**src/rtl/opcode_decode_pkg.sv**
```systemverilog
// Shared opfunc encoding for the decode stage: source-select constants,
// instruction field offsets and the 7-bit opfunc type.
package opcode_decode_pkg;

    localparam int OPFUNC_W = 7;
    localparam int FIELD_W  = 6;
    localparam int OP_LSB   = 26;
    localparam int FUNC_LSB = 0;

    localparam logic SRC_OP   = 1'b1;
    localparam logic SRC_FUNC = 1'b0;

    typedef logic [OPFUNC_W-1:0] opfunc_t;

endpackage

```
**src/rtl/opcode_lane_decode.sv**
```systemverilog
// Combinational single-lane classifier: 32-bit word plus mask bit -> opfunc.
module opcode_lane_decode
    import opcode_decode_pkg::*;
(
    input  logic [31:0] inst,
    input  logic        mask,
    output logic [6:0]  opfunc
);

    logic [FIELD_W-1:0] op;
    logic [FIELD_W-1:0] func;
    logic               unused_mid_bits;

    assign op              = inst[OP_LSB +: FIELD_W];
    assign func            = inst[FUNC_LSB +: FIELD_W];
    assign unused_mid_bits = ^inst[OP_LSB-1:FUNC_LSB+FIELD_W];

    // NOTE: assign a default first so every path through always_comb drives opfunc (no latch).
    always_comb begin
        opfunc = '0;
        if (mask) begin
            if (op != '0) opfunc = {SRC_OP, op};
            else          opfunc = {SRC_FUNC, func};
        end
    end

endmodule

```
**src/rtl/opcode_decode_stage.sv**
```systemverilog
// Registered multi-lane decode stage with valid/ready handshake and flush.
// Define OPCODE_DECODE_SKID_EN for a skid entry and a registered in_ready.
module opcode_decode_stage
    import opcode_decode_pkg::*;
#(
    parameter int LANES = 2,
    parameter int PC_W  = 32
) (
    input  logic                      clock,
    input  logic                      reset,
    input  logic                      flush,
    input  logic                      in_valid,
    output logic                      in_ready,
    input  logic [LANES*32-1:0]       in_inst,
    input  logic [LANES-1:0]          in_mask,
    input  logic [PC_W-1:0]           in_pc,
    output logic                      out_valid,
    input  logic                      out_ready,
    output logic [LANES*OPFUNC_W-1:0] out_opfunc,
    output logic [LANES*32-1:0]       out_inst,
    output logic [LANES-1:0]          out_mask,
    output logic [PC_W-1:0]           out_pc
);

    typedef struct packed {
        logic [LANES*OPFUNC_W-1:0] opfunc;
        logic [LANES*32-1:0]       inst;
        logic [LANES-1:0]          mask;
        logic [PC_W-1:0]           pc;
    } bundle_t;

    bundle_t                   in_bundle;
    bundle_t                   main_d, main_q;
    logic                      main_valid_d, main_valid_q;
    logic [LANES*OPFUNC_W-1:0] dec_opfunc;
    logic                      accept;

    for (genvar i = 0; i < LANES; i++) begin : g_lane
        opcode_lane_decode u_lane (
            .inst   (in_inst[32*i +: 32]),
            .mask   (in_mask[i]),
            .opfunc (dec_opfunc[OPFUNC_W*i +: OPFUNC_W])
        );
    end

    assign in_bundle = '{opfunc: dec_opfunc, inst: in_inst, mask: in_mask, pc: in_pc};
    assign accept    = in_valid & in_ready;

`ifdef OPCODE_DECODE_SKID_EN
    bundle_t skid_d, skid_q;
    logic    skid_valid_d, skid_valid_q;
    logic    in_ready_d, in_ready_q;

    assign in_ready = in_ready_q;

    always_comb begin
        main_d       = main_q;
        main_valid_d = main_valid_q;
        skid_d       = skid_q;
        skid_valid_d = skid_valid_q;
        if (flush) begin
            main_valid_d = 1'b0;
            skid_valid_d = 1'b0;
        end else if (skid_valid_q) begin
            // Main is necessarily full here; drain the skid entry without a bubble.
            if (out_ready) begin
                main_d       = skid_q;
                skid_valid_d = 1'b0;
            end
        end else if (accept) begin
            if (!main_valid_q || out_ready) begin
                main_d       = in_bundle;
                main_valid_d = 1'b1;
            end else begin
                skid_d       = in_bundle;
                skid_valid_d = 1'b1;
            end
        end else if (out_ready) begin
            main_valid_d = 1'b0;
        end
        in_ready_d = ~skid_valid_d;
    end

    always_ff @(posedge clock or posedge reset) begin
        if (reset) begin
            skid_q       <= '0;
            skid_valid_q <= 1'b0;
            in_ready_q   <= 1'b1;
        end else begin
            skid_q       <= skid_d;
            skid_valid_q <= skid_valid_d;
            in_ready_q   <= in_ready_d;
        end
    end
`else
    assign in_ready = out_ready | ~main_valid_q;

    always_comb begin
        main_d       = main_q;
        main_valid_d = main_valid_q;
        if (flush) begin
            main_valid_d = 1'b0;
        end else if (accept) begin
            main_d       = in_bundle;
            main_valid_d = 1'b1;
        end else if (out_ready) begin
            main_valid_d = 1'b0;
        end
    end
`endif

    // NOTE: the data payload is reset too, because the outputs must read zero after reset.
    // NOTE: sequential state uses <= so every flop samples pre-edge values.
    always_ff @(posedge clock or posedge reset) begin
        if (reset) begin
            main_q       <= '0;
            main_valid_q <= 1'b0;
        end else begin
            main_q       <= main_d;
            main_valid_q <= main_valid_d;
        end
    end

    assign out_valid  = main_valid_q;
    assign out_opfunc = main_q.opfunc;
    assign out_inst   = main_q.inst;
    assign out_mask   = main_q.mask;
    assign out_pc     = main_q.pc;

endmodule

```
**config.mk**
```make
export PLATFORM = sky130hd
export DESIGN_NAME = opcode_decode_stage
export DESIGN_NICKNAME = d
export VERILOG_FILES = /design/src/rtl/opcode_decode_pkg.sv /design/src/rtl/opcode_lane_decode.sv /design/src/rtl/opcode_decode_stage.sv
export SDC_FILE = /design/constraint.sdc
export NUM_CORES = 1
export LEC_CHECK = 0
export BUFFER_PORTS_ARGS = -buffer_cell sky130_fd_sc_hd__buf_2
export CORE_ASPECT_RATIO = 0.5
export CORE_MARGIN = 8
export CORE_UTILIZATION = 28
export CTS_CLUSTER_SIZE = 40
export DETAILED_ROUTE_END_ITERATION = 8
export SYNTH_ARGS = -nofsm -noshare
export SYNTH_HDL_FRONTEND = slang
export SYNTH_SLANG_ARGS = --single-unit
```
**constraint.sdc**
```tcl
create_clock -name clock -period 9.1 [get_ports clock]
set_input_delay 0.455 -clock clock [delete_from_list [all_inputs] [get_ports clock]]
set_output_delay 0.455 -clock clock [all_outputs]
set_load 0.005 [all_outputs]
```
==> results.tsv <==
stage	metric	value	unit
status	outcome	finished clean	
placement	placer congestion estimate	0.758	
power_and_ir_drop	P_leak	3.34	nW
sta	TNS Setup	0	ns
sta	final hold viol count	0	
detailed_routing	Final ANT Viol Nets	0	
synthesis	FF+latch count, synth	113	
clock_tree	CTS Buf Count	17	
clock_tree	Clock Sink Count	113	
clock_tree	clock latency on the worst-skew pair	0.40	ns
setup_path	CP Cell Sequence	nand2b_4 > and2_4 > buf_4 > mux2_1	
setup_path	CP max FO	53	
detailed_routing	wire per inst	17.8	um
job	max cap viols	0	
global_route	vias in the first global route	3499	
sta	final setup vio count	0	
detailed_routing	Pre-Repair DR Iteration Count	4	
clock_tree	Post-CTS Resized	0	
global_route	initial antenna violation count	0	
sta	Post-Route Skew	0.00893	ns
power_and_ir_drop	PwrDens	249	nW/um^2
sta	min cycle time layout	2.58	ns
clock_tree	hold buffers post-CTS	0	
sta	Worst slew margin	33.8	%
setup_path	max incr delay on CP	0.88	ns
detailed_routing	vias per cell	4.18	
setup_path	Crit Path Class	flip-flop to flip-flop	
setup_path	Slowest cell on crit path	buf_4	
sta	final worst path period share	28.3	%
clock_tree	clock tree root driver cell	clkbuf_16	
sta	Least-Margin Pin Slew	0.993	ns
synthesis	unique cell type count in the Yosys netlist	21	
sta	Hold WS	0.0665	ns
placement	post-detail-place hpwl	9730	um
setup_path	Crit path buffers/inverters	1	
synthesis	synth warn	0	
floorplanning	Die X	201	um
clock_tree	CTS tree	yes	
floorplanning	I/O pins	217	
setup_path	Worst EP arrival	2.86	ns
detailed_routing	DRC marker count from the first detailed-route iteration	141	
detailed_routing	DRC	0	
setup_path	CP Launch Type	flip-flop	
final_layout	Fillers	1587	
clock_tree	Post-CTS Setup Bufs	0	
sta	fmax	0.388	GHz
clock_tree	Max Root-Sink Buffers	2	
synthesis	post-synthesis net count	373	
synthesis	Cell Area, Synth	4790	um^2
floorplanning	CORE AREA	16600	um^2
final_layout	post-route insts no fill	736	
floorplanning	Rows	33	
setup_path	crit end category	flip-flop	
final_layout	sequential cell area	2830	um^2
placement	Placed Cells incl. Taps	703	
synthesis	Mapped Cells	270	
sta	Final Max Slew Viols	0	
global_route	first-pass GRT wire length	19800	um
setup_path	critical path's top delay family	buffers and inverters	
final_layout	area grow syn2layout	38.1	%
synthesis	Syn Area/Cell	17.7	um^2
clock_tree	H-Tree Depth	4	
detailed_routing	Post-Route WL	13100	um
sta	RSZ-0062 raised after global routing	false	
global_route	Overflow after GRT	0	
floorplanning	initial core utilization	28.9	%
global_route	largest net degree at the start of global routing	79	
setup_path	Critical Path RT	9.38	ns
final_layout	multi-input logic area	1730	um^2
clock_tree	Reg clk slew, reported paths	0.06	ns
synthesis	sequential share of the synthesized area	59.0	%
placement	I/O Buffers	216	
global_route	Total GRT Usage	11.7	%
detailed_routing	vias	3074	
floorplanning	DIE HEIGHT	108	um
final_layout	Final nets	598	
floorplanning	Die Area	21800	um^2
worst_hold_path	worst hold path type	primary input to async pin	
final_layout	share of layout cells above drive strength 1	67.7	%
power_and_ir_drop	VDD IR max	0.129	mV
==> stage by stage <==
stage	setup WS (ns)	instance area, um^2	utilization, %	power [mW]
2_1_floorplan	5.66	4790	-	0.792
3_3_place_gp	6.33	5970	36.0	0.925
3_5_place_dp	6.28	5970	36.0	0.931
4_1_cts	6.50	6610	39.9	1.68
5_1_grt	6.42	6610	39.9	1.73
6_report	6.52	6610	39.9	1.65
==> final timing paths <==
kind / to / depth (start not counted) / startpoint / slack, ns
max: out_pc[30] / 4 / out_valid / 6.52
min: out_inst[19] / 2 / reset / 0.07
max reg2reg: out_pc[30] / 4 / out_valid / 6.52
min reg2reg: out_opfunc[3] / 1 / out_opfunc[3] / 0.48
max in group asynchronous: out_mask[1] / 3 / reset / 7.66
min in group clock: out_valid / 2 / flush / 0.25
==> state kept, by name, summed over array words and instances (netlist names) <==
name        flops
out_inst       64
out_pc         32
out_opfunc     14
out_mask        2
out_valid       1
==> logic make-up after synthesis <==
family                 Yosys count  share of synthesized area [%]
AOI/OAI and AO/OA               29                           4.44
buffers and inverters           20                           4.91
DFF                            113                           59.0
muxes                           96                           29.5
and+or+nand+nor                 12                           2.17
==> cell type report <==
cell class	count	share of cell area [%]
clock buffers	19	6.55
well taps	227	4.29
clock inverters	13	3.18
flip-flops and latches	113	42.8
multi-input cells	137	26.1
repair buffers	218	16.6
diodes	1	0.0378
inverters	8	0.492
==> placed cells by master, fill, tap and decap left out <==
cell type	netlist	routed
bufinv_16	0	5
a31oi_1	12	12
dfrtp_1	113	113
nand2b_4	1	1
nor4_2	1	1
clkinv_4	0	3
clkbuf_1	0	2
inv_1	8	7
nor2_1	2	2
nand2_1	1	1
diode_2	0	1
clkbuf_16	0	17
inv_4	0	1
mux2_1	6	6
clkinv_2	0	2
clkinvlp_4	0	2
inv_6	0	1
and2_1	2	2
nor4_4	1	1
o21ai_1	2	2
nand3_1	2	2
buf_4	0	2
nor2b_4	1	1
mux2_4	88	88
o2bb2ai_1	14	14
buf_2	2	216
mux2_2	2	2
and2_4	1	1
a21oi_1	1	1
==> power breakdown <==
group          internal, mW  leakage [nW]  switching, mW
clock network         0.487         0.308          0.244
registers             0.585          1.35         0.0440
logic                 0.175          1.68          0.111
total                  1.25          3.34          0.399
==> cells in the mapped netlist <==
cell	n	area share, %
a21oi_1	1	0.10
a31oi_1	12	1.6
and2_1	2	0.26
and2_4	1	0.18
buf_12	9	3.8
buf_2	2	0.21
buf_8	1	0.31
dfrtp_1	113	59
inv_1	8	0.63
mux2_1	6	1.4
mux2_2	2	0.47
mux2_4	88	28
nand2_1	1	0.078
nand2b_4	1	0.29
nand3_1	2	0.21
nor2_1	2	0.16
nor2b_4	1	0.29
nor4_2	1	0.26
nor4_4	1	0.44
o21ai_1	2	0.21
o2bb2ai_1	14	2.6
==> layer usage <==
metal | wire length, um | track usage [%]
met1 | 4870 | 12.1
met2 | 7390 | 21.8
met3 | 526 | 3.64
met4 | 296 | 5.43
met5 | 0 | 0
Power figures use the tool's default switching activity.
